[config.mk]
export PLATFORM = sky130hd
export DESIGN_NAME = dram_bank_timing
export DESIGN_NICKNAME = d
export VERILOG_FILES = /design/src/rtl/dram_bank_timing.sv
export SDC_FILE = /design/constraint.sdc
export NUM_CORES = 1
export LEC_CHECK = 0
export BUFFER_PORTS_ARGS = -buffer_cell sky130_fd_sc_hd__buf_2
export CORE_MARGIN = 2
export CORE_UTILIZATION = 50
export DETAILED_ROUTE_END_ITERATION = 8
export PLACE_DENSITY = 0.67
export SETUP_SLACK_MARGIN = 0.1
export SYNTH_ARGS = -nofsm -noshare
export SYNTH_HDL_FRONTEND = slang
export SYNTH_SLANG_ARGS = --single-unit
[constraint.sdc]
create_clock -name clk -period 3.14 [get_ports clk]
set_clock_uncertainty 0.1 [all_clocks]
set_input_delay 0.314 -clock clk [delete_from_list [all_inputs] [get_ports clk]]
set_output_delay 0.314 -clock clk [all_outputs]
set_load 0.01 [all_outputs]
[src/rtl/dram_bank_timing.sv]
// Multi-bank DRAM command-timing tracker: per-bank tRCD/tRAS/tRP, rank tRFC, tCL read strobe.
// Define DRAM_BANK_TIMING_AP_EN to accept RD/WR with auto-precharge (cmd_ap=1).
module dram_bank_timing #(
  parameter int BANKS = 4,
  parameter int BA_W  = 2,
  parameter int CTR_W = 9,
  parameter int T_RCD = 17,
  parameter int T_CL  = 17,
  parameter int T_RAS = 39,
  parameter int T_RP  = 17,
  parameter int T_RFC = 347
) (
  input  logic             clk,
  input  logic             rst,
  input  logic             cmd_valid,
  input  logic [2:0]       cmd,
  input  logic             cmd_ap,
  input  logic [BA_W-1:0]  cmd_ba,
  output logic             cmd_legal,
  output logic             cmd_err,
  output logic [BANKS-1:0] bank_open,
  output logic [BANKS-1:0] bank_busy,
  output logic             ref_busy,
  output logic             rd_valid,
  output logic [BA_W-1:0]  rd_ba
);
  localparam logic [2:0] C_NOP = 3'd0, C_ACT = 3'd1, C_RD = 3'd2, C_WR = 3'd3;
  localparam logic [2:0] C_PRE = 3'd4, C_PREA = 3'd5, C_REF = 3'd6;
  localparam logic [1:0] S_IDLE = 2'd0, S_ACTG = 2'd1, S_ACTV = 2'd2, S_PRE = 2'd3;
  localparam logic [CTR_W-1:0] CT_ZERO = '0;
  localparam logic [CTR_W-1:0] CT_ONE  = CTR_W'(1);
  localparam logic [CTR_W-1:0] RCD_LD  = CTR_W'(T_RCD - 1);
  localparam logic [CTR_W-1:0] RAS_LD  = CTR_W'(T_RAS - 1);
  localparam logic [CTR_W-1:0] RP_LD   = CTR_W'(T_RP - 1);
  localparam logic [CTR_W-1:0] RFC_LD  = CTR_W'(T_RFC - 1);

  logic [BANKS-1:0][1:0]       st_q, st_d;
  logic [BANKS-1:0][CTR_W-1:0] rcd_q, rcd_d, ras_q, ras_d, rp_q, rp_d;
  logic [CTR_W-1:0]            rfc_q, rfc_d;
  logic                        ref_q, ref_d;
  logic                        err_q, err_d;
  logic [T_CL-1:0]             pv_q, pv_d;
  logic [T_CL-1:0][BA_W-1:0]   pba_q, pba_d;
  logic [BANKS-1:0]            hit_s, ap_fire_s;
  logic                        legal_s, ok_s, acc_s, all_idle_s, prea_ok_s, rdwr_ok_s;

`ifdef DRAM_BANK_TIMING_AP_EN
  localparam logic AP_OK = 1'b1;
  logic [BANKS-1:0] ap_pend_q, ap_pend_d;
`else
  localparam logic AP_OK = 1'b0;
  logic [BANKS-1:0] ap_pend_q;
  assign ap_pend_q = '0;
`endif

  function automatic logic [CTR_W-1:0] dec(input logic [CTR_W-1:0] v);
    return (v == CT_ZERO) ? CT_ZERO : v - CT_ONE;
  endfunction

  always_comb begin
    all_idle_s = 1'b1;
    prea_ok_s  = 1'b1;
    for (int b = 0; b < BANKS; b++) begin
      if (st_q[b] != S_IDLE) all_idle_s = 1'b0;
      if (st_q[b] == S_ACTG || (st_q[b] == S_ACTV && ras_q[b] != CT_ZERO)) prea_ok_s = 1'b0;
    end
    // RD/WR may issue on the edge that closes the tRCD window
    rdwr_ok_s = (st_q[cmd_ba] == S_ACTV || (st_q[cmd_ba] == S_ACTG && rcd_q[cmd_ba] == CT_ZERO))
                && !ap_pend_q[cmd_ba] && (AP_OK || !cmd_ap);
    case (cmd)
      C_NOP:      legal_s = 1'b1;
      C_ACT:      legal_s = (st_q[cmd_ba] == S_IDLE);
      C_RD, C_WR: legal_s = rdwr_ok_s;
      C_PRE:      legal_s = (st_q[cmd_ba] == S_IDLE) ||
                            (st_q[cmd_ba] == S_ACTV && ras_q[cmd_ba] == CT_ZERO);
      C_PREA:     legal_s = prea_ok_s;
      C_REF:      legal_s = all_idle_s;
      default:    legal_s = 1'b0;
    endcase
    ok_s  = legal_s && !(ref_q && cmd != C_NOP);
    acc_s = cmd_valid && ok_s;
    err_d = cmd_valid && !ok_s;
  end

  always_comb begin
    for (int b = 0; b < BANKS; b++) begin
      hit_s[b] = acc_s && (cmd_ba == BA_W'(b));
      st_d[b]  = st_q[b];
      rcd_d[b] = dec(rcd_q[b]);
      ras_d[b] = dec(ras_q[b]);
      rp_d[b]  = dec(rp_q[b]);
`ifdef DRAM_BANK_TIMING_AP_EN
      ap_fire_s[b] = ap_pend_q[b] && (ras_q[b] == CT_ZERO);
`else
      ap_fire_s[b] = 1'b0;
`endif
      case (st_q[b])
        S_IDLE: begin
          if (hit_s[b] && cmd == C_ACT) begin
            st_d[b]  = S_ACTG;
            rcd_d[b] = RCD_LD;
            ras_d[b] = RAS_LD;
          end else begin
            st_d[b] = S_IDLE;
          end
        end
        S_ACTG: st_d[b] = (rcd_q[b] == CT_ZERO) ? S_ACTV : S_ACTG;
        S_ACTV: begin
          if ((hit_s[b] && cmd == C_PRE) || (acc_s && cmd == C_PREA) || ap_fire_s[b]) begin
            st_d[b] = S_PRE;
            rp_d[b] = RP_LD;
          end else begin
            st_d[b] = S_ACTV;
          end
        end
        S_PRE:   st_d[b] = (rp_q[b] == CT_ZERO) ? S_IDLE : S_PRE;
        default: st_d[b] = S_IDLE;
      endcase
`ifdef DRAM_BANK_TIMING_AP_EN
      if (st_d[b] == S_PRE) ap_pend_d[b] = 1'b0;
      else if (hit_s[b] && (cmd == C_RD || cmd == C_WR) && cmd_ap) ap_pend_d[b] = 1'b1;
      else ap_pend_d[b] = ap_pend_q[b];
`endif
    end
  end

  // Rank refresh window and the tCL-deep read-return pipe.
  always_comb begin
    rfc_d = dec(rfc_q);
    if (acc_s && cmd == C_REF) begin
      ref_d = 1'b1;
      rfc_d = RFC_LD;
    end else if (ref_q && rfc_q == CT_ZERO) begin
      ref_d = 1'b0;
    end else begin
      ref_d = ref_q;
    end
    pv_d[0]  = acc_s && (cmd == C_RD);
    pba_d[0] = pv_d[0] ? cmd_ba : '0;
    for (int i = 1; i < T_CL; i++) begin
      pv_d[i]  = pv_q[i-1];
      pba_d[i] = pba_q[i-1];
    end
  end

  always_ff @(posedge clk) begin
    if (rst) begin
      st_q  <= '0;
      rcd_q <= '0;
      ras_q <= '0;
      rp_q  <= '0;
      rfc_q <= '0;
      ref_q <= 1'b0;
      err_q <= 1'b0;
      pv_q  <= '0;
      pba_q <= '0;
    end else begin
      st_q  <= st_d;
      rcd_q <= rcd_d;
      ras_q <= ras_d;
      rp_q  <= rp_d;
      rfc_q <= rfc_d;
      ref_q <= ref_d;
      err_q <= err_d;
      pv_q  <= pv_d;
      pba_q <= pba_d;
    end
  end

`ifdef DRAM_BANK_TIMING_AP_EN
  always_ff @(posedge clk) begin
    if (rst) ap_pend_q <= '0;
    else     ap_pend_q <= ap_pend_d;
  end
`endif

  always_comb begin
    for (int b = 0; b < BANKS; b++) begin
      bank_open[b] = (st_q[b] == S_ACTV);
      bank_busy[b] = (st_q[b] == S_ACTG) || (st_q[b] == S_PRE);
    end
  end

  assign cmd_legal = acc_s;
  assign cmd_err   = err_q;
  assign ref_busy  = ref_q;
  assign rd_valid  = pv_q[T_CL-1];
  assign rd_ba     = pba_q[T_CL-1];
endmodule

==> metrics.cfg, run 1 <==
[finish]
seqCellArea_um2=3570
drive_gt1_share_pct=11.4
num-nets-final=875
layout_commonest_cell=dfxtp_1
stdcell_count=1045
synthToLayoutAreaGrowth_pct=13.5
layout_common_cells=174 x dfxtp_1, 104 x nor2_1, 70 x nand2_1
n_antenna_cell=0
num-fill-cells=1250
multi_input_area_um2=3620

[grt]
antenna_found_initial=0
grt_max_degree=66
grt_use_total_pct=19.8
grt_overflow=0
grt_pass1_wl_um=25700
grt_pass1_vias=5591

[placed_design]
gp_congestion=0.833
dp_hpwl_um=10800
portBuffers=22
dp_cells=1013

[synth]
synth_largest_area_cell=dfxtp_1
synth-edff-count=0
syn_avg_cell_area_um2=8.97
synth_flop_cell=dfxtp_1
async_reset_ff_share_pct=0
synthTopCellsByArea=dfxtp_1 48%, xnor2_1 5.4%, nor2_1 5.3%
yosysWarnings=0
ys_ff_latch=178
ys_types=54
netlist_area_um2=7410
yosysSeqAreaShare_pct=48.1
syn-num-nets=852
syn-instance-count=826
synth_top_area_share_pct=48.1

[sta]
fin_crit_ns=2.94
rsz0062_at_grt=no
post-route-period-util_pct=93.6
final_hold_viol_count=0
slew_violations=0
max-slew-margin-rel_pct=49.2
tightest_slew_ns=0.752
setup_viol=0
max_freq_mhz=340
finalSetupTns_ns=0
hold_slack_ns=0.0843

[routing]
routed_wirelength_um=15400
met1Wirelength_um=6720
routed.top_layer=met4
dr.pass1.iters=5
wl_met2_um=7800
drc=0
viasPerCell=5.47
postRouteAntennaNets=0
drt_iter0_markers=313
via_count=5720
wl_met3_um=612
drt-wirelength-per-cell_um=14.8

[critical_path]
startpoint_type=flop
cp.arrival_ns=2.52
required_ns=2.73
reg2reg_slack_ns=0.50
worstPathMaxFanout=4
end_kind=primary output
r2r_cells=7
path_class=flop to primary output

[cts]
clock_latency_ns=0.43
clock_sinks=178
cts_tree=yes
cts_buffers=17
root_buffer=clkbuf_16
clockBufferDepth=2
clk_pin_slew_ns=0.06
htree_levels=4

[pwr]
seq_power_share_pct=38.1
powerDensity_nw_per_um2=1010
clkPwrFrac_pct=26.1
p_leak_nw=3.51
p_sw_w=0.00300
switching_share_pct=35.5
ir_drop_mv=0.719
p_int_w=0.00546
p_comb_share_pct=35.8

[floorplanning]
die_x_um=126
rows=44
start_util_pct=51.2
ios=23
die_h_um=126
core_area_um2=14500
die_area_um2=15800

[hold_path]
min_path_cells=2
hp-class=input port to flop

[flow_run]
maxCapViolCount=0

[outcome]
run_status=finished, final reports clean

==> stage by stage <==
step / util (%) / power (W) / area [um2] / setup slack (ns)
6_report: 58.1 / 0.00846 / 8410 / 0.201
3_5_place_dp: 53.1 / 0.00617 / 7690 / 0.320
3_3_place_gp: 53.1 / 0.00600 / 7690 / 0.403
4_1_cts: 57.7 / 0.00847 / 8350 / 0.107
5_1_grt: 58.1 / 0.00906 / 8410 / 0.0849
2_1_floorplan: - / 0.00555 / 7410 / 0.505
==> power groups by stage <==
| stage | clock (W) | sequential [W] | combinational [W] |
|---|---|---|---|
| 6_report | 0.00221 | 0.00322 | 0.00303 |
| 5_1_grt | 0.00234 | 0.00329 | 0.00343 |
| 4_1_cts | 0.00225 | 0.00321 | 0.00301 |
| 3_5_place_dp | 0 | 0.00324 | 0.00293 |
| 3_3_place_gp | 0 | 0.00320 | 0.00279 |
| 2_1_floorplan | 0 | 0.00314 | 0.00241 |
==> layer usage <==
layer  vias to the layer above  track usage [%]
li1                       2859                -
met1                      2738             22.8
met2                        98             35.1
met3                        25             5.18
met4                         0             7.50
met5                         -                0
==> sequential cells by signal (all words and copies together), names as in the netlist <==
name      count
pv_q         17
rcd_q        36
cmd_err       1
rp_q         36
rfc_q         9
pba_d        32
st_q          8
ras_q        36
ref_busy      1
rd_ba         2
==> cell families after synthesis <==
family	count (synthesis)	share of synthesized area, %
AO/OA/AOI/OAI	124	10.7
XOR/XNOR	69	8.16
adder cells (fa/ha/maj)	17	2.87
buffers and inverters	72	4.31
flip-flops	178	48.1
multiplexers	4	0.895
AND/OR/NAND/NOR	362	25.0
==> repair_timing <==
item                                    in CTS  in global routing
buffers inserted                             0                  1
resized for setup                           12                 11
pin swaps                                    0                  2
hold buffers                                 0                  0
endpoints found under the setup margin       1                  1
==> final cells by class <==
type	count	area share, %
repair buffers	38	2.74
flip-flops and latches	178	42.5
clock buffers	19	5.15
clock inverters	12	2.16
well taps	184	2.74
inverters	38	1.70
multi-input cells	576	43.0
==> critical path, cell delays in order (launching register included) <==
cell and delay, ns:
dfxtp_1 0.32, or4_4 0.57, or4bb_1 0.52, o211ai_1 0.11, a31o_1 0.16, or4_4 0.13, nor2b_4 0.14, buf_2 0.13
==> worst paths after layout <==
check / end / from
worst max-delay path: cmd_legal / ras_q[28]
worst min-delay path: pv_q[0] / cmd[2]
worst max register to register: pv_q[0] / ras_q[28]
worst min register to register: pv_q[2] / pv_q[1]
==> cell usage after synthesis, drive strengths merged (2+ instances only) <==
library cell / instances
a21oi: 49
dfxtp: 178
nor2b: 61
nor3b: 4
nor4: 27
o211ai: 3
o31ai: 10
or3: 11
or2: 6
a22oi: 3
mux4: 2
o2111ai: 2
or4b: 2
nor3: 27
nor2: 104
a21o: 8
o21ai: 23
or4: 12
xnor2: 46
a211o: 5
nand2: 70
nand3b: 2
buf: 7
ha: 17
clkbuf: 27
a21bo: 4
nand4: 5
nand3: 12
nand2b: 4
or3b: 2
o41ai: 3
a21boi: 2
a22o: 2
nor4b: 10
inv: 38
xor2: 23
No activity file was read; power rests on OpenSTA's default activity.
==> run 2, diff against run 1 <==
MAX_ROUTING_LAYER = met4   (was not set)
==> run 2 against run 1 <==
Largest power group unchanged. Wire length rose by 0.15%. Critical path type unchanged. Non-clock buffer count unchanged. Global-route usage is 0.59 points higher. Critical path depth did not move. Final cell count stayed put.
==> metrics.cfg, run 2 (synthesis gave the netlist of run 1 again) <==
[routing]
drc=0
postRouteAntennaNets=0
drt-wirelength-per-cell_um=14.8
routed_wirelength_um=15400
viasPerCell=5.47
drt_iter0_markers=341
via_count=5717
dr.pass1.iters=5

[floorplanning]
rows=44
die_x_um=126
die_h_um=126
start_util_pct=51.2
ios=23
core_area_um2=14500
die_area_um2=15800

[pwr]
p_comb_share_pct=35.8
p_leak_nw=3.51
ir_drop_mv=0.718
powerDensity_nw_per_um2=1010
clkPwrFrac_pct=26.1
p_int_w=0.00546
seq_power_share_pct=38.1
p_sw_w=0.00300
switching_share_pct=35.5

[sta]
max-slew-margin-rel_pct=49.1
final_hold_viol_count=0
layout_setup_ws_ns=0.203
slew_violations=0
post-route-period-util_pct=93.5
fin_crit_ns=2.94
rsz0062_at_grt=no
max_freq_mhz=340
setup_viol=0
tightest_slew_ns=0.753
finalSetupTns_ns=0

[hold_path]
hp-class=input port to flop

[cts]
clk_pin_slew_ns=0.06
clock_latency_ns=0.43
htree_levels=4
postCtsHoldBufs=0
clockBufferDepth=2
clock_sinks=178
cts_buffers=17
cts_tree=yes
root_buffer=clkbuf_16

[critical_path]
critPathMostFrequentCell=or4_4
cp.arrival_ns=2.52
startpoint_type=flop
path_cells=or4_4 -> or4bb_1 -> o211ai_1 -> a31o_1 -> or4_4 -> nor2b_4 -> buf_2
cpPeakStageDelay_ns=0.57
path_class=flop to primary output
worstPathMaxFanout=4
cp_slowest_cell=or4_4
required_ns=2.73
end_kind=primary output

[finish]
layout_commonest_cell=dfxtp_1
multi_input_area_um2=3620
stdcell_count=1045
largestRegisters=ras_q x36, rcd_q x36, rp_q x36
seqCellArea_um2=3570
layout_common_cells=174 x dfxtp_1, 104 x nor2_1, 70 x nand2_1
synthToLayoutAreaGrowth_pct=13.5
n_antenna_cell=0
drive_gt1_share_pct=11.4
num-nets-final=875
num-fill-cells=1250

[flow_run]
maxCapViolCount=0

[outcome]
run_status=finished, final reports clean

[placed_design]
pre_cts_ws_ns=0.320
gp_congestion=0.846
dp_cells=1013
portBuffers=22
dp_hpwl_um=10800

[grt]
grt_max_degree=66
grt_overflow=0
antenna_found_initial=0
grt_use_total_pct=20.3
grt_pass1_vias=5588
grt_pass1_wl_um=25800

[run 2: cell counts in the layout (fill, tap and decap cells not counted)]
Identical to the previous run, type by type.
[run 2: final timing paths]
check               to      start  cells after the start  slack, ns
max reg2reg    pv_q[0]  ras_q[28]                      7       0.51
min reg2reg  pba_d[16]  pba_d[14]                      1       0.34
max          cmd_legal  ras_q[28]                      7       0.20
min            pv_q[0]     cmd[2]                      2       0.09
[run 2: layout make-up]
class / instances / share of cell area, %
well taps: 184 / 2.74
multi-input cells: 576 / 43.0
clock inverters: 12 / 2.16
flip-flops and latches: 178 / 42.5
clock buffers: 19 / 5.15
repair buffers: 38 / 2.74
inverters: 38 / 1.70
[run 2: critical path: cells and delay by family (launching register included)]
kind	cells	cell delay, ns
AND/OR/NAND/NOR	4	1.37
buffers and inverters	1	0.14
AO/OA/AOI/OAI	2	0.27
flip-flops	1	0.32
[run 2: power groups by stage]
stage                     clock network, W  registers [W]  logic [W]
after floorplan                          0        0.00314    0.00241
after global placement                   0        0.00320    0.00279
after detailed placement                 0        0.00324    0.00293
after CTS                          0.00225        0.00321    0.00301
after global routing               0.00234        0.00329    0.00343
final                              0.00221        0.00322    0.00303
[run 2: layer usage]
layer  routed length (um)  part of all wire (%)  GRT usage [%]  vias up
li1                     -                     -              -     2863
met1                 6830                    44           23.1     2727
met2                 7820                    51           35.1      100
met3                  501                   3.2           4.42       27
met4                  294                   1.9           8.08        0
met5                    0                     0              -        -
[run 2: repair_timing]
item                                    4_1_cts  5_1_grt
endpoints found under the setup margin        1        1
buffers inserted                              0        1
hold endpoints to repair                      0        0
gates resized for setup                      12       11
pin swaps                                     0        2
[run 2: through the flow]
stage	util [%]	area, um2	total power [W]	hold slack [ns]
floorplan	-	7410	0.00555	0.291
finish	58.1	8410	0.00847	0.0887
CTS	57.7	8350	0.00847	0.0592
detailed placement	53.1	7690	0.00617	0.324
global route	58.1	8410	0.00906	0.0748
global placement	53.1	7690	0.00600	0.318
